<file path="src/rtl/vip_hdmi_mon_pkg.sv">
// Shared types and helpers for the HDMI frame monitor VIP.
package vip_hdmi_mon_pkg;

    localparam int ErrHPeriod = 0;
    localparam int ErrHWidth  = 1;
    localparam int ErrVPeriod = 2;
    localparam int ErrVWidth  = 3;

    typedef enum logic {
        UNLOCKED = 1'b0,
        LOCKED   = 1'b1
    } mon_state_e;

    function automatic logic [31:0] sig_step(input logic [31:0] sig,
                                             input logic [7:0]  r,
                                             input logic [7:0]  g,
                                             input logic [7:0]  b);
        return {sig[30:0], sig[31]} ^ {8'h00, r, g, b};
    endfunction

endpackage

</file>
<file path="src/rtl/vip_hdmi_mon_sync_chk.sv">
// One sync axis: edge detect, saturating position counter, period and pulse-width checks.
// step_i qualifies every update, so the same block runs per cycle (H) or per line (V).
module vip_hdmi_mon_sync_chk #(
    parameter int unsigned Total = 800,
    parameter int unsigned Width = 96
) (
    input  logic        clk_i,
    input  logic        rst_ni,
    input  logic        step_i,
    input  logic        act_i,
    input  logic        chk_en_i,
    output logic        rise_o,
    output logic [15:0] cnt_o,
    output logic        err_period_o,
    output logic        err_width_o
);

    logic        act_q, act_d;
    logic [15:0] cnt_q, cnt_d;
    logic        fall;

    always_comb begin
        act_d  = step_i ? act_i : act_q;
        rise_o = step_i & act_i & ~act_q;
        fall   = step_i & ~act_i & act_q;
        cnt_d  = cnt_q;
        if (rise_o) begin
            cnt_d = '0;
        end else if (step_i && cnt_q != 16'hFFFF) begin
            cnt_d = cnt_q + 16'd1;
        end
        // cnt_q is the position of the previous step; cnt_d is the position of this one
        err_period_o = chk_en_i & rise_o & (cnt_q != 16'(Total - 1));
        err_width_o  = chk_en_i & fall & (cnt_d != 16'(Width));
    end

    assign cnt_o = cnt_d;

    always_ff @(posedge clk_i or negedge rst_ni) begin
        if (!rst_ni) begin
            act_q <= 1'b0;
            cnt_q <= '0;
        end else begin
            act_q <= act_d;
            cnt_q <= cnt_d;
        end
    end

endmodule

</file>
<file path="src/rtl/vip_hdmi_frame_monitor.sv">
// HDMI frame monitor: sync lock, timing checks, per-frame pixel signature and frame count.
module vip_hdmi_frame_monitor
    import vip_hdmi_mon_pkg::*;
#(
    parameter int unsigned HActive        = 640,
    parameter int unsigned HFrontPorch    = 16,
    parameter int unsigned HSyncLen       = 96,
    parameter int unsigned HBackPorch     = 48,
    parameter int unsigned VActive        = 480,
    parameter int unsigned VFrontPorch    = 10,
    parameter int unsigned VSyncLen       = 2,
    parameter int unsigned VBackPorch     = 33,
    parameter logic        SyncActiveHigh = 1'b1,
    parameter logic [31:0] CrcSeed        = 32'hFFFF_FFFF
) (
    input  logic        clk_i,
    input  logic        rst_ni,
    input  logic        hsync_i,
    input  logic        vsync_i,
    input  logic [7:0]  red_i,
    input  logic [7:0]  green_i,
    input  logic [7:0]  blue_i,
    input  logic        clr_err_i,
    output logic        lock_o,
    output logic        frame_done_o,
    output logic [31:0] frame_crc_o,
    output logic [15:0] frame_cnt_o,
    output logic [3:0]  err_o
);

    // state    | meaning
    // UNLOCKED | waiting for the first frame start; no checks, no signature
    // LOCKED   | timing checks armed, signature accumulated over active pixels

    localparam int unsigned HTotal = HSyncLen + HBackPorch + HActive + HFrontPorch;
    localparam int unsigned VTotal = VSyncLen + VBackPorch + VActive + VFrontPorch;
    localparam logic [15:0] HActLo = 16'(HSyncLen + HBackPorch);
    localparam logic [15:0] HActHi = 16'(HSyncLen + HBackPorch + HActive);
    localparam logic [15:0] VActLo = 16'(VSyncLen + VBackPorch);
    localparam logic [15:0] VActHi = 16'(VSyncLen + VBackPorch + VActive);

    mon_state_e  state_q;
    logic        lock_q;
    logic        hs_act, vs_act, h_edge, frame_start;
    logic [15:0] hcnt, vcnt;
    logic        h_err_per, h_err_wid, v_err_per, v_err_wid;
    logic        locked, pix_en, last_pix;
    logic [31:0] sig_q, sig_d, crc_q, crc_d;
    logic [15:0] frame_cnt_q, frame_cnt_d;
    logic [3:0]  err_q, err_d;
    logic        done_q, done_d;

    assign hs_act = (hsync_i == SyncActiveHigh);
    assign vs_act = (vsync_i == SyncActiveHigh);
    assign locked = (state_q == LOCKED);

    vip_hdmi_mon_sync_chk #(.Total(HTotal), .Width(HSyncLen)) u_h_chk (
        .clk_i       (clk_i),
        .rst_ni      (rst_ni),
        .step_i      (1'b1),
        .act_i       (hs_act),
        .chk_en_i    (locked),
        .rise_o      (h_edge),
        .cnt_o       (hcnt),
        .err_period_o(h_err_per),
        .err_width_o (h_err_wid)
    );

    // vsync is only looked at on hsync edges, so V counts lines
    vip_hdmi_mon_sync_chk #(.Total(VTotal), .Width(VSyncLen)) u_v_chk (
        .clk_i       (clk_i),
        .rst_ni      (rst_ni),
        .step_i      (h_edge),
        .act_i       (vs_act),
        .chk_en_i    (locked),
        .rise_o      (frame_start),
        .cnt_o       (vcnt),
        .err_period_o(v_err_per),
        .err_width_o (v_err_wid)
    );

    assign pix_en = locked && hcnt >= HActLo && hcnt < HActHi
                           && vcnt >= VActLo && vcnt < VActHi;
    assign last_pix = pix_en && hcnt == HActHi - 16'd1 && vcnt == VActHi - 16'd1;

    always_ff @(posedge clk_i or negedge rst_ni) begin
        if (!rst_ni) begin
            state_q <= UNLOCKED;
            lock_q  <= 1'b0;
        end else if (state_q == UNLOCKED && frame_start) begin
            state_q <= LOCKED;
            lock_q  <= 1'b1;
        end
    end

    always_comb begin
        sig_d       = sig_q;
        crc_d       = crc_q;
        frame_cnt_d = frame_cnt_q;
        done_d      = 1'b0;
        if (frame_start) begin
            sig_d = CrcSeed;
        end else if (pix_en) begin
            sig_d = sig_step(sig_q, red_i, green_i, blue_i);
        end
        if (last_pix) begin
            crc_d       = sig_d;
            done_d      = 1'b1;
            frame_cnt_d = frame_cnt_q + 16'd1;
        end
        // a new error in the clear cycle survives
        err_d             = clr_err_i ? 4'b0000 : err_q;
        err_d[ErrHPeriod] = err_d[ErrHPeriod] | h_err_per;
        err_d[ErrHWidth]  = err_d[ErrHWidth]  | h_err_wid;
        err_d[ErrVPeriod] = err_d[ErrVPeriod] | v_err_per;
        err_d[ErrVWidth]  = err_d[ErrVWidth]  | v_err_wid;
    end

    always_ff @(posedge clk_i or negedge rst_ni) begin
        if (!rst_ni) begin
            sig_q       <= CrcSeed;
            crc_q       <= '0;
            frame_cnt_q <= '0;
            done_q      <= 1'b0;
            err_q       <= '0;
        end else begin
            sig_q       <= sig_d;
            crc_q       <= crc_d;
            frame_cnt_q <= frame_cnt_d;
            done_q      <= done_d;
            err_q       <= err_d;
        end
    end

    assign lock_o       = lock_q;
    assign frame_done_o = done_q;
    assign frame_crc_o  = crc_q;
    assign frame_cnt_o  = frame_cnt_q;
    assign err_o        = err_q;

endmodule

</file>
<file path="config.mk">
export PLATFORM = sky130hd
export DESIGN_NAME = vip_hdmi_frame_monitor
export DESIGN_NICKNAME = d
export VERILOG_FILES = /design/src/rtl/vip_hdmi_mon_pkg.sv /design/src/rtl/vip_hdmi_mon_sync_chk.sv /design/src/rtl/vip_hdmi_frame_monitor.sv
export SDC_FILE = /design/constraint.sdc
export NUM_CORES = 1
export LEC_CHECK = 0
export CAP_MARGIN = 10
export CORE_MARGIN = 3
export CORE_UTILIZATION = 43
export CTS_CLUSTER_DIAMETER = 50
export CTS_CLUSTER_SIZE = 14
export DETAILED_ROUTE_END_ITERATION = 10
export PLACE_DENSITY = 0.68
export SYNTH_ARGS = -nofsm -noshare
export SYNTH_HDL_FRONTEND = slang
export SYNTH_SLANG_ARGS = --single-unit
</file>
<file path="constraint.sdc">
create_clock -name clk_i -period 10.1 [get_ports clk_i]
set_input_delay 1.515 -clock clk_i [delete_from_list [all_inputs] [get_ports clk_i]]
set_output_delay 1.515 -clock clk_i [all_outputs]
set_load 0.02 [all_outputs]
</file>
==> results_dict.tcl, run 1 <==
set metrics [dict create \
    max_freq_mhz 184 \
    die_h_um 129 \
    crit_path_end_kind "flip-flop" \
    cts_tree "built" \
    power.share.sequential_pct 40.2 \
    p_leak_uw 0.00373 \
    routedWlPerCell_um 16.2 \
    ys_types 72 \
    cts_setup_buffers 0 \
    maxSlewViolCount 0 \
    critPathKind "primary input to flip-flop" \
    dpl-instance-area_um2 7440 \
    post-route-period-util_pct 53.7 \
    rsz0062_at_grt "false" \
    cts_sinks 120 \
    rows 44 \
    clock_power_share_pct 50.5 \
    wirelength_mm 14.9 \
    synth_cells 652 \
    vias 5051 \
    drc_errors 0 \
    root_buffer "clkbuf_16" \
    powerDensity_nw_per_um2 161 \
    timing.hold.ws_ps 466 \
    setup_tns_ps 0 \
    grt_max_degree 82 \
    firstDrtPassIters 5 \
    tightest_slew_ps 1050 \
    area_growth_pct 23.6 \
    p_int_uw 980 \
    async_flop_share_pct 100 \
    max_cap_violations 0 \
    yosys-top-cells-area "dfrtp_1 34%, dfstp_2 13%, mux2i_1 11%, xor2_1 6.0%, nor2_1 5.3%" \
    dieArea_um2 16700 \
    grt-ovfl-total 0 \
    finalSetupViolCount 0 \
    syn_area_um2 6540 \
    drtAntennaViolNets 0 \
    drt_iter0_drc 368 \
    hold_buffers 0 \
    critPathRequiredTime_ps 10400 \
    cts_buffer_depth 2 \
    skew_ps 7.71 \
    grt.total_usage_pct 18.7 \
    antenna_found_initial 0 \
    layout_common_cells "93 x nor2_1, 88 x dfrtp_1, 81 x clkdlybuf4s50_1" \
    grt_pass1_wl_mm 25.1 \
    max-slew-margin-rel_pct 30.0 \
    netlist.area_leader.share_pct 33.7 \
    drive_gt1_share_pct 12.6 \
    p_sw_share_pct 24.8 \
    hold_viol_final 0 \
    synth_ff_type "dfrtp_1" \
    cts_htree_levels 4 \
    gp_congestion 0.898 \
    switchingPower_uw 323 \
    diodes 0 \
    peakVddDrop_mv 0.144 \
    synth_nets 685 \
    dp.final_hpwl_mm 10.0 \
    viasPerCell 5.51 \
    die_w_um 129 \
    port_buffers 82 \
    clk_pin_slew_worst_paths_ps 60 \
    start_util_pct 44.5 \
    crit_fanout 34 \
    finish.instance_area_um2 8090 \
    final_common_cell "nor2_1" \
    cts_made_buffers 17 \
    seq_area_frac_synth_pct 46.5 \
    hold_path.class "flip-flop to flip-flop" \
    cp-start-kind "primary input" \
    avgSynthCellArea_um2 10.0 \
    synth_edf_count 0 \
    ys_ff_latch 120 \
    yosysWarnings 0 \
    worstPathArrival_ps 5730 \
    grt_pass1_vias 5058 \
    coreArea_um2 14700 \
    cts_resized 0 \
    io_pins 83 \
    status "finished, final reports clean" \
    nets 752 \
    synth_top_cell_by_area "dfrtp_1" \
    combPwrFrac_pct 9.3 \
    clk_latency_ps 420 \
    period_needed_ps 5430 \
]
cell type report:
class,instances,area [µm²]
Clock buffer,19,453
Clock inverter,13,194
Fill cell,1292,6610
Inverter,43,161
Multi-Input combinational cell,451,3160
Sequential cell,120,3040
Tap cell,184,230
Timing Repair Buffer,86,848
logic make-up after synthesis:
logic type | Yosys count | share of synthesized area, %
simple gates | 257 | 21.7
buf+inv | 81 | 5.43
mux | 73 | 11.2
xor+xnor | 55 | 7.36
fa+ha+maj | 4 | 0.765
flops | 120 | 46.5
compound gates | 62 | 7.00
final timing paths:
check	start	end	slack, ps	cells past startpoint
setup / recovery	hsync_i	frame_cnt_o[1]	4670	9
hold / removal	frame_cnt_o[15]	frame_cnt_o[15]	470	1
setup reg to reg	u_v_chk.cnt_q[0]	frame_cnt_o[1]	5610	9
hold reg to reg	frame_cnt_o[15]	frame_cnt_o[15]	470	1
max in group asynchronous	rst_ni	u_h_chk.cnt_q[2]	7630	2
min in group asynchronous	rst_ni	u_h_chk.act_q	1060	1
synthesized netlist by cell type, drive strengths merged (2+ instances only):
cell     instances
a21boi           2
buf             21
nand2           28
nand2b           6
nor2            93
and4b            2
nor3            19
a32oi            3
nor4b            4
xor2            45
dfstp           32
o21bai           2
clkbuf          17
a211oi           3
ha               4
and4             8
and3             7
a21o             2
nand4           24
a32o             2
o2111ai          2
nor2b            2
and2             7
mux2             3
or2              4
a31oi            3
mux2i           70
or4              3
a31o             3
o211ai           3
xnor2           10
nor3b            2
dfrtp           88
nor4            21
inv             43
or3              4
nand3           19
a21oi           13
o21ai           10
critical path, stage by stage:
cell	delay, ps
clkdlybuf4s50_1	580
and3b_1	380
nand3_1	200
nor3_1	200
xor2_1	110
nor3_1	580
nand4_1	580
or3_2	1090
mux2_1	470
routing by layer:
metal  vias to the layer above  wire (µm)  GRT usage [%]
li1                       2433          -              -
met1                      2480       6800           25.4
met2                       127       7190           29.2
met3                        11        765           5.94
met4                         0        117           4.69
met5                         -          0              0
per-stage QoR:
| step | setup WS (ps) | util [%] | std cells | power (µW) |
|---|---|---|---|---|
| final | 4670 | 55.0 | 916 | 1300 |
| after floorplan | 6100 | - | 652 | 601 |
| after global routing | 4380 | 55.0 | 916 | 1350 |
| after detailed placement | 4260 | 50.6 | 884 | 650 |
| after CTS | 4690 | 55.0 | 916 | 1310 |
| after global placement | 4390 | 50.6 | 884 | 646 |
registers in the layout (all words and copies together), names as in the netlist:
name	flops
u_h_chk.act_q	1
u_v_chk.act_q	1
u_h_chk.cnt_q	16
err_o	4
lock_o	1
u_v_chk.cnt_q	16
frame_crc_o	32
frame_done_o	1
sig_q	32
frame_cnt_o	16
power by group through the flow:
| stage | logic, µW | clock network (µW) | registers, µW |
|---|---|---|---|
| after floorplan | 77.7 | 0 | 524 |
| after global placement | 117 | 0 | 530 |
| after detailed placement | 119 | 0 | 531 |
| after CTS | 122 | 669 | 523 |
| after global routing | 136 | 690 | 527 |
| final | 121 | 658 | 524 |
Power figures use the tool's default switching activity.
==> run 2, diff against run 1 <==
==> constraint.sdc (replaced) <==
create_clock -name clk_i -period 5.05 [get_ports clk_i]
set_input_delay 0.7575 -clock clk_i [delete_from_list [all_inputs] [get_ports clk_i]]
set_output_delay 0.7575 -clock clk_i [all_outputs]
set_load 0.02 [all_outputs]
==> results_dict.tcl, run 2 (synthesized netlist as in run 1, its figures left out) <==
set metrics [dict create \
    cts_made_buffers 17 \
    port_buffers 82 \
    finalPower_uw 2430 \
    n_fill_cell 1279 \
    cts_buffer_depth 2 \
    power.share.sequential_pct 43.1 \
    max_freq_mhz 250 \
    grt-ovfl-total 0 \
    crit_fanout 23 \
    nets 757 \
    maxSlewViolCount 0 \
    switchingPower_uw 625 \
    crit_path_end_kind "flip-flop" \
    reg2reg_from "u_h_chk.cnt_q[0]" \
    regToRegSetupSlack_ps 1300 \
    skew_ps 8.98 \
    p_int_uw 1800 \
    routedWlPerCell_um 16.5 \
    cts_tree "built" \
    layout.cells.non_filler 921 \
    antenna_found_initial 0 \
    clk_latency_ps 420 \
    start_util_pct 44.5 \
    critPathRequiredTime_ps 5390 \
    grt_max_degree 62 \
    area_growth_pct 23.3 \
    dp_cells 889 \
    worstPathArrival_ps 4340 \
    hold_buffers 0 \
    p_sw_share_pct 25.8 \
    critPathKind "primary input to flip-flop" \
    clock_power_share_pct 47.0 \
    tightest_slew_ps 731 \
    finish.instance_area_um2 8070 \
    dp.final_hpwl_mm 10.6 \
    max-slew-margin-rel_pct 51.2 \
    io_pins 83 \
    gp_congestion 0.893 \
    final_common_cell "nor2_1" \
    firstDrtPassIters 5 \
    max_cap_violations 0 \
    hold_path.class "primary input to async pin" \
    dpl-instance-area_um2 7500 \
    r2r-end "frame_crc_o[17]" \
    dieArea_um2 16700 \
    cts_htree_levels 4 \
    die_h_um 129 \
    cts_resized 0 \
    grt.total_usage_pct 19.3 \
    drt_iter0_drc 325 \
    p_leak_uw 0.00371 \
    cts_sinks 120 \
    diodes 0 \
    peakVddDrop_mv 0.239 \
    setup_tns_ps 0 \
    period_needed_ps 4000 \
    grt_pass1_vias 5254 \
    vias 5157 \
    status "finished, final reports clean" \
    coreArea_um2 14700 \
    post-route-period-util_pct 79.2 \
    finalSetupViolCount 0 \
    layout_common_cells "93 x nor2_1, 88 x dfrtp_1, 81 x clkdlybuf4s50_1" \
    hold_viol_final 0 \
    combPwrFrac_pct 9.8 \
    grt_pass1_wl_mm 25.9 \
    root_buffer "clkbuf_16" \
    die_w_um 129 \
    viasPerCell 5.60 \
    wirelength_mm 15.2 \
    drc_errors 0 \
    drtAntennaViolNets 0 \
    rows 44 \
    r2r_cells 10 \
    cts_setup_buffers 0 \
    cp-start-kind "primary input" \
    rsz0062_at_grt "false" \
    powerDensity_nw_per_um2 301 \
    drive_gt1_share_pct 12.9 \
    clk_pin_slew_worst_paths_ps 50 \
]
run 2: how the worst max path moves through the flow:
stage,from,cells past startpoint,slack [ps],to
detailed placement,hsync_i,10,720,frame_crc_o[29]
finish,hsync_i,10,1050,frame_crc_o[17]
global route,hsync_i,10,790,frame_crc_o[11]
floorplan,hsync_i,10,1800,sig_q[10]
CTS,hsync_i,10,1100,frame_crc_o[17]
global placement,hsync_i,10,850,frame_crc_o[29]
run 2: power groups by stage:
stage / registers (µW) / logic (µW) / clock network [µW]
2_1_floorplan: 1050 / 155 / 0
3_3_place_gp: 1060 / 234 / 0
3_5_place_dp: 1060 / 238 / 0
4_1_cts: 1050 / 240 / 1170
5_1_grt: 1050 / 270 / 1210
6_report: 1050 / 239 / 1140
run 2: per-layer routing:
layer | GRT usage (%) | up-vias | part of all wire, %
li1 | - | 2428 | -
met1 | 24.6 | 2525 | 44
met2 | 30.9 | 178 | 48
met3 | 6.31 | 26 | 7.1
met4 | 6.79 | 0 | 1.7
met5 | 0 | - | 0
run 2: stage by stage:
step / setup slack (ps) / hold slack [ps] / util (%)
3_3_place_gp: 853 / 459 / 51.0
6_report: 1050 / 274 / 54.9
2_1_floorplan: 1800 / 462 / -
5_1_grt: 794 / 291 / 54.9
4_1_cts: 1100 / 279 / 54.9
3_5_place_dp: 719 / 480 / 51.0
run 2: worst max-delay path, stage by stage:
cell	delay, ps
clkdlybuf4s50_1	550
nor2b_1	620
nand2_1	150
nor3_1	430
mux2i_1	240
a32oi_1	240
o2111ai_2	150
or3_2	720
buf_12	260
mux2i_1	180
run 2: cell type report:
class                   count  area (µm²)  share of cell area (%)
flip-flops and latches    120        3040                    37.7
clock inverters            11         101                    1.26
multi-input cells         451        3160                    39.2
inverters                  43         161                    2.00
well taps                 184         230                    2.85
repair buffers             91         911                    11.3
clock buffers              21         460                    5.71
